## src/rtl/seg7_pkg.sv

```systemverilog
// Shared seven-segment constants (active-low, bit0=a .. bit6=g) and decode helpers
// used by both the display driver and the scan decoder.
package seg7_pkg;

  localparam logic [6:0] SEG_0     = 7'b1000000;
  localparam logic [6:0] SEG_1     = 7'b1111001;
  localparam logic [6:0] SEG_2     = 7'b0100100;
  localparam logic [6:0] SEG_3     = 7'b0110000;
  localparam logic [6:0] SEG_4     = 7'b0011001;
  localparam logic [6:0] SEG_5     = 7'b0010010;
  localparam logic [6:0] SEG_6     = 7'b0000010;
  localparam logic [6:0] SEG_7     = 7'b1111000;
  localparam logic [6:0] SEG_8     = 7'b0000000;
  localparam logic [6:0] SEG_9     = 7'b0010000;
  localparam logic [6:0] SEG_BLANK = 7'b1111111;

  localparam logic [3:0] BLANK_CODE = 4'hF;

  typedef enum logic [1:0] {
    ST_IDLE   = 2'd0,
    ST_TRACK  = 2'd1,
    ST_LOCKED = 2'd2
  } filt_state_e;

  typedef struct packed {
    logic       valid;
    logic [3:0] code;
  } seg_dec_t;

  function automatic seg_dec_t seg7_decode(input logic [6:0] seg);
    seg_dec_t d;
    d.valid = 1'b1;
    d.code  = 4'd0;
    case (seg)
      SEG_0:     d.code = 4'd0;
      SEG_1:     d.code = 4'd1;
      SEG_2:     d.code = 4'd2;
      SEG_3:     d.code = 4'd3;
      SEG_4:     d.code = 4'd4;
      SEG_5:     d.code = 4'd5;
      SEG_6:     d.code = 4'd6;
      SEG_7:     d.code = 4'd7;
      SEG_8:     d.code = 4'd8;
      SEG_9:     d.code = 4'd9;
      SEG_BLANK: d.code = BLANK_CODE;
      default:   d.valid = 1'b0;
    endcase
    return d;
  endfunction

  function automatic logic seg7_is_valid(input logic [6:0] seg);
    seg_dec_t d;
    d = seg7_decode(seg);
    return d.valid;
  endfunction

endpackage

```

## src/rtl/seg7_digit_filter.sv

```systemverilog
// One digit's glitch filter: decodes qualified samples and commits a code only after
// STABLE_CNT consecutive identical valid samples.
module seg7_digit_filter
  import seg7_pkg::*;
#(
  parameter int STABLE_CNT = 8
) (
  input  logic       i_clk,
  input  logic       i_rst,
  input  logic       i_smp,
  input  logic [6:0] i_seg,
  output logic [3:0] o_dig,
  output logic       o_upd,
  output logic       o_seen
);

  localparam int             CW       = $clog2(STABLE_CNT + 1);
  localparam logic [CW-1:0]  CNT_ONE  = CW'(1);
  localparam logic [CW-1:0]  CNT_LAST = CW'(STABLE_CNT - 1);
  localparam logic [CW-1:0]  CNT_FULL = CW'(STABLE_CNT);

  seg_dec_t      w_dec;
  filt_state_e   r_state;
  logic [3:0]    r_cand;
  logic [CW-1:0] r_cnt;
  logic [3:0]    r_dig;
  logic          r_upd;
  logic          r_seen;

  assign w_dec = seg7_decode(i_seg);

  always_ff @(posedge i_clk or posedge i_rst) begin
    if (i_rst) begin
      r_state <= ST_IDLE;
      r_cand  <= BLANK_CODE;
      r_cnt   <= '0;
      r_dig   <= BLANK_CODE;
      r_upd   <= 1'b0;
      r_seen  <= 1'b0;
    end else begin
      r_upd <= 1'b0;
      // Cycles without a sample for this digit leave the run untouched.
      if (i_smp) begin
        if (!w_dec.valid) begin
          r_state <= ST_IDLE;
          r_cnt   <= '0;
        end else begin
          case (r_state)
            ST_IDLE: begin
              r_cand  <= w_dec.code;
              r_cnt   <= CNT_ONE;
              r_state <= ST_TRACK;
            end
            ST_TRACK: begin
              if (w_dec.code == r_cand) begin
                if (r_cnt == CNT_LAST) begin
                  r_cnt   <= CNT_FULL;
                  r_dig   <= r_cand;
                  r_upd   <= (r_cand != r_dig);
                  r_seen  <= 1'b1;
                  r_state <= ST_LOCKED;
                end else begin
                  r_cnt <= r_cnt + CNT_ONE;
                end
              end else begin
                r_cand <= w_dec.code;
                r_cnt  <= CNT_ONE;
              end
            end
            ST_LOCKED: begin
              if (w_dec.code != r_cand) begin
                r_cand  <= w_dec.code;
                r_cnt   <= CNT_ONE;
                r_state <= ST_TRACK;
              end
            end
            default: begin
              r_state <= ST_IDLE;
              r_cnt   <= '0;
            end
          endcase
        end
      end
    end
  end

  assign o_dig  = r_dig;
  assign o_upd  = r_upd;
  assign o_seen = r_seen;

endmodule

```

## src/rtl/seg7_scan_decoder.sv

```systemverilog
// Receive side of the two-digit multiplexed seven-segment bus: qualifies samples by
// digit select, filters each digit, and flags bad patterns and select collisions.
module seg7_scan_decoder
  import seg7_pkg::*;
#(
  parameter int STABLE_CNT = 8
) (
  input  logic       iCLK,
  input  logic       iRST,
  input  logic [6:0] iSEG,
  input  logic [1:0] iDIG_SEL,
  input  logic       iCLR_ERR,
  output logic [3:0] oD1,
  output logic [3:0] oD2,
  output logic       oVALID,
  output logic       oUPDATE,
  output logic       oERR,
  output logic       oERR_STICKY
);

  logic w_smp1, w_smp2, w_coll, w_bad;
  logic w_upd1, w_upd2, w_seen1, w_seen2;
  logic r_err, r_sticky;

  assign w_smp1 = (iDIG_SEL == 2'b01);
  assign w_smp2 = (iDIG_SEL == 2'b10);
  assign w_coll = (iDIG_SEL == 2'b11);
  assign w_bad  = w_coll | ((w_smp1 | w_smp2) & ~seg7_is_valid(iSEG));

  seg7_digit_filter #(.STABLE_CNT(STABLE_CNT)) u_dig1 (
    .i_clk  (iCLK),
    .i_rst  (iRST),
    .i_smp  (w_smp1),
    .i_seg  (iSEG),
    .o_dig  (oD1),
    .o_upd  (w_upd1),
    .o_seen (w_seen1)
  );

  seg7_digit_filter #(.STABLE_CNT(STABLE_CNT)) u_dig2 (
    .i_clk  (iCLK),
    .i_rst  (iRST),
    .i_smp  (w_smp2),
    .i_seg  (iSEG),
    .o_dig  (oD2),
    .o_upd  (w_upd2),
    .o_seen (w_seen2)
  );

  // A new error wins over a coincident clear so no event is ever lost.
  always_ff @(posedge iCLK or posedge iRST) begin
    if (iRST) begin
      r_err    <= 1'b0;
      r_sticky <= 1'b0;
    end else begin
      r_err <= w_bad;
      if (w_bad)
        r_sticky <= 1'b1;
      else if (iCLR_ERR)
        r_sticky <= 1'b0;
    end
  end

  assign oERR        = r_err;
  assign oERR_STICKY = r_sticky;
  assign oUPDATE     = w_upd1 | w_upd2;
  assign oVALID      = w_seen1 & w_seen2;

endmodule

```

## config.mk

```make
export PLATFORM = sky130hd
export DESIGN_NAME = seg7_scan_decoder
export DESIGN_NICKNAME = d
export VERILOG_FILES = /design/src/rtl/seg7_pkg.sv /design/src/rtl/seg7_digit_filter.sv /design/src/rtl/seg7_scan_decoder.sv
export SDC_FILE = /design/constraint.sdc
export NUM_CORES = 1
export LEC_CHECK = 0
export CORE_ASPECT_RATIO = 0.8
export CORE_UTILIZATION = 35
export DETAILED_ROUTE_END_ITERATION = 8
export DONT_BUFFER_PORTS = 1
export SETUP_SLACK_MARGIN = 0.15
export SLEW_MARGIN = 20
export SYNTH_ARGS = -nofsm -noshare
export SYNTH_HDL_FRONTEND = slang
export SYNTH_SLANG_ARGS = --single-unit
```

## constraint.sdc

```tcl
create_clock -name iCLK -period 3.8 [get_ports iCLK]
set_input_delay 0.76 -clock iCLK [delete_from_list [all_inputs] [get_ports iCLK]]
set_output_delay 0.76 -clock iCLK [all_outputs]
set_load 0.01 [all_outputs]
```

# Yosys cells after proc, flatten, opt, wreduce, memory -nomap -nowiden
# Cells that the tools add are included.
op_classes:
  addsub: 2
  n_bitwise: 6
  reduce_logical: 15
  muxes: 40
  n_eq_ne: 35
ops:
  columns: ["op", "count"]
  rows:
  - ["2-to-1 mux 4 bit", 12]
  - ["case mux 4 bit (3 select lines)", 4]
  - ["case mux 4 bit (10 select lines)", 1]
  - ["== test 7 bit, second input constant", 4]
  - ["== test 7 x 5 -> 1 bit, second input constant", 3]
  - ["AND reduction 5 bit", 4]
  - ["2-to-1 mux 2 bit", 8]
  - ["inequality test 4 bit", 4]
  - ["== test 7 x 6 -> 1 bit, second input constant", 2]
  - ["2-to-1 mux 1 bit", 13]
  - ["case mux 2 bit (3 select lines)", 2]
  - ["OR reduction 11 bit", 1]
  - ["inequality test 3 x 2 -> 1 bit, second input constant", 3]
  - ["inequality test 3 bit, second input constant", 3]
  - ["adder 4 x 1 -> 4 bit, second input constant", 2]
  - ["== test 2 bit, second input constant", 4]
  - ["== test 4 x 3 -> 1 bit, second input constant", 2]
  - ["== test 4 bit", 2]
  - ["AND reduction 4 bit", 2]
  - ["== test 7 x 2 -> 1 bit, second input constant", 1]
  - ["logical NOT 7 bit", 1]
  - ["== test 2 x 1 -> 1 bit, second input constant", 3]
  - ["nonzero test 3 bit", 2]
  - ["logical NOT 2 bit", 2]
  - ["7 further kinds", 13]
totals:
  register_bits: 34
  inputBits: 12
  output_inout_bits: 12
  word_cells: 112

# Longest topological paths before layout
depth:
  depth_word: 7
  depth_mapped: 9
  ltp_nobuf: 7

# Modules after synthesis
# A second synthesis with hierarchy kept.
hier_totals:
  hier_cells: 280
  area_unflattened_um2: 2691.3
by_module_without_submodules:
  columns: ["module", "cells_each", "seq_area_each_um2", "instances", "area_each_um2"]
  rows:
  - ["seg7_digit_filter (u_dig1)", 129, 410.4, 1, 1267.5]
  - ["seg7_digit_filter (u_dig2)", 121, 410.4, 1, 1183.6]
  - ["seg7_scan_decoder", 30, 50.0, 1, 240.2]

# Worst setup path after synthesis
# Ideal clock, no wire load.
synth_timing:
  path_type: "input-to-reg"
  start: "input iSEG[6]"
  end: "register u_dig1.r_dig[0], in the netlist u_dig1.o_dig[0]"
  n_path_buf: 1
  setup_time_ps: 82
  cell_stages: 8
  arrival_time_ps: 3101
  setup_slack_ps: 617
  required_ps: 3718
  path_cell_list: "or3_1 > o32ai_1 > xor2_1 > a211oi_4 > nand3_4 > or4_4 > buf_6 > mux2_4"
synth_between:
  elab_chain_cells: 4
  word_cells_on_any_way: 16
  cone_classes: "11 x eq/ne; 2 x mux; 3 x reduce/logical"
synth_lines:
  columns: ["item", "line_no", "source"]
  rows:
  - ["start: declaration", "seg7_scan_decoder.sv:10", "input logic [6:0] iSEG,"]
  - ["== test 7 bit, or another cell as far along", "seg7_pkg.sv:34", "case (seg)"]
  - ["case mux 4 bit (10 select lines) or OR reduction 11 bit (tied branches)", null, null]
  - ["== test 4 bit or 2-to-1 mux 1 bit (tied branches)", "seg7_digit_filter.sv:55, seg7_pkg.sv:34", null]
  - ["AND reduction 5 bit (no source line) *", null, null]
  - ["end signal: assignment", "seg7_digit_filter.sv:58", "r_dig <= r_cand;"]
  - ["end: declaration", "seg7_digit_filter.sv:26", "logic [3:0] r_dig;"]
# Every way passes the cells marked *; elsewhere a longest branch is shown, timed or not.
# A chain may end at the register's enable or synchronous reset.

# Worst setup path after layout
# Ends and elaborated chain as after synthesis.

==> metrics.yaml <==
final_layout:
  stdcell_count: 291
  regArea_um2: 871
  nNetsFinal: 229
  num-fill-cells: 558
  fin_util: 0.407
  drive_gt1_frac: 0.216
  syn2layout_area_growth_pct: 8.37
  diodes: 0
  multiInputGateArea_um2: 1180
floorplan:
  start_util: 0.376
  dieArea_um2: 6380
  die_x_um: 89.1
  die_h_um: 71.6
  core_um2: 5650
  io_pins: 24
  rows: 24
timing:
  finalCritPeriodShare: 0.810
  tightest_slew_ns: 0.926
  fin_ws_ns: 0.722
  setup_violations: 0
  rsz0062_at_grt: "no"
  fmax_ghz: 0.325
  hold_viol_final: 0
  period_minus_slack_ns: 3.08
  slew_headroom: 0.382
  slew_viol_final: 0
  finClkSkew_ns: 0.00722
  setup_tns_ns: 0
  whs_ns: 0.465
global_route:
  met1_usage: 0.221
  grt_use_met3: 0.0518
  grt_max_degree: 25
  busiest_layer: "met1"
  grt_pass1_vias: 1446
  grt-ovfl-total: 0
  grt_pass1_wl_um: 7000
  track_usage: 0.146
  grtUsageMet2: 0.197
  antenna_found_initial: 0
synthesis:
  async_flop_share: 1.00
  synth_top_area_frac: 0.212
  synthFlopType: "dfrtp_1"
  synth_edf_count: 0
  yosys.area.top_type: "dfrtp_1"
  synth_area_leaders: "dfrtp_1 (21%), dfstp_2 (20%), mux2_2 (5.8%)"
  synth_most_common_cell: "dfrtp_1"
  synth_nets: 225
  netlist_top_cells_count: "dfrtp_1 (18), dfstp_2 (16), inv_1 (13)"
  syn-mean-instance-area_um2: 10.2
  synthCells: 208
  synth.yosys.warnings: 0
  syn_area_um2: 2120
  synth_cell_types: 64
  synth_seq_cells: 34
  ys_seq_area_frac: 0.410
critical_path:
  crit_path_start_kind: "input pin"
  cp_slowest_cell: "or4_4"
  critPathKind: "input pin to register"
  crit_arrival_ns: 3.30
  crit_fanout: 8
  slowest_delay_ns: 0.61
  ff2ff_setup_slack_ns: 1.31
  required_ns: 4.02
  worstSetupEndpointType: "register"
  crit_chain: "or3_1 > o32ai_1 > xor2_1 > a211oi_4 > nand3_4 > or4_4 > mux2_4"
clock_tree:
  cts_inserted_buffers: 5
  cts_tree: "done"
  cts_max_level: 2
  cts-root-buf: "clkbuf_8"
  clkSinkCount: 34
  postCtsHoldBufs: 0
  clkTransAtPathRegs_ns: 0.07
  clock_latency_ns: 0.29
  cts_max_path_buffers: 2
  cts_resized: 0
  post-cts-setup-buffers: 0
detailed_routing:
  vias: 1577
  drc_errors: 0
  routedWlPerCell_um: 14.5
  drt_wl_total_um: 4230
  drt_pass1_iterations: 4
  ant_nets: 0
  routed_via_density: 5.42
  first_iter_violations: 59
power:
  p_per_area_nw_per_um2: 328
  ir_worst_vdd_v: 0.000153
  leakage_nw: 0.937
placement:
  io_buffer_count: 0
  post-place-ws_ns: 0.402
  gp_congestion: 0.775
  dp_hpwl_um: 3190
  placed_cells_incl_taps: 283
run_status:
  status: "completed"
hold_path:
  min_path_type: "register to register"
flow_run:
  max_cap_viol_count: 0
[cells in the final DEF, fill, tap and decap left out, types with 2 or more instances in the layout]
master and instances:
nor2_1 7, nand2_1 12, a21oi_1 6, nand2b_1 2, ha_1 5, and4_1 3, dfstp_2 16, and2_1 2
o21ai_0 11, a22oi_1 2, o21ai_1 4, o2bb2ai_1 2, a211oi_1 3, xor2_1 6, mux2_2 11, a21boi_0 2
nor3_1 7, or3_1 2, inv_1 13, nor3b_1 2, a21o_1 5, mux2_4 4, dfrtp_1 18, xnor2_1 7
nor4_1 2, a31oi_1 3, or2_1 2, nand4_1 2, nand3_1 10, clkbuf_8 6
[final timing paths]
path	from	cells after the start	endpoint
max	iSEG[6]	7	u_dig1.o_dig[0]
min reg2reg	u_dig1.o_seen	1	u_dig1.o_seen
min in group asynchronous	iRST	1	oERR_STICKY
min	u_dig1.o_seen	1	u_dig1.o_seen
max reg2reg	u_dig1.r_cand[0]	7	u_dig1.o_dig[0]
max in group asynchronous	iRST	2	u_dig2.r_cand[0]
[kinds of logic (layout without fill, tap and decap cells)]
logic type | Yosys count | after routing | share of synthesized area
and+or+nand+nor | 64 | 64 | 0.180
AOI/OAI and AO/OA | 59 | 59 | 0.200
DFF | 34 | 34 | 0.410
buffers and inverters | 17 | 22 | 0.0336
muxes | 16 | 16 | 0.0920
xor gates and xnor gates | 13 | 13 | 0.0537
adders and majority gates | 5 | 5 | 0.0295
[cell type report]
type                            instances  area share
Tap cell                               78      0.0424
Clock inverter                          2     0.00544
Timing Repair Buffer                    1     0.00326
Clock buffer                            6      0.0359
Sequential cell                        34       0.379
Multi-Input combinational cell        157       0.513
Inverter                               13      0.0212
[per-layer routing]
layer  up-vias  share of wire  wire length, um
li1        799              -                -
met1       732           0.55             2330
met2        44           0.39             1640
met3         2          0.060              255
met4         0         0.0014                6
met5         -              0                0
[power breakdown]
part	total (W)	internal, W	switching [W]	leakage, nW
Clock	0.000286	0.000146	0.000141	0.0472
Combinational	0.0000808	0.0000316	0.0000492	0.483
Sequential	0.000388	0.000375	0.0000129	0.407
[worst max-delay path: cells and delay by family]
family,cells,cell delay [ns]
xor gates and xnor gates,1,0.20
muxes,1,0.32
and+or+nand+nor,3,1.14
AOI/OAI and AO/OA,2,0.87
[metrics by stage]
| step | instance area, um^2 | power (W) |
|---|---|---|
| after CTS | 2300 | 0.000761 |
| final | 2300 | 0.000755 |
| after detailed placement | 2200 | 0.000475 |
| after floorplan | 2120 | 0.000457 |
| after global placement | 2200 | 0.000474 |
| after global routing | 2300 | 0.000791 |
[sequential cells by signal (all words and copies together) (netlist names)]
register,flops
u_dig2.r_cnt,4
u_dig2.o_upd,1
u_dig2.r_cand,4
u_dig1.r_state,2
u_dig1.o_upd,1
oERR_STICKY,1
u_dig1.o_seen,1
u_dig2.o_seen,1
u_dig2.r_state,2
u_dig1.r_cand,4
u_dig1.o_dig,4
u_dig1.r_cnt,4
oERR,1
u_dig2.o_dig,4
Note: power is estimated with default switching activity, not from simulation.
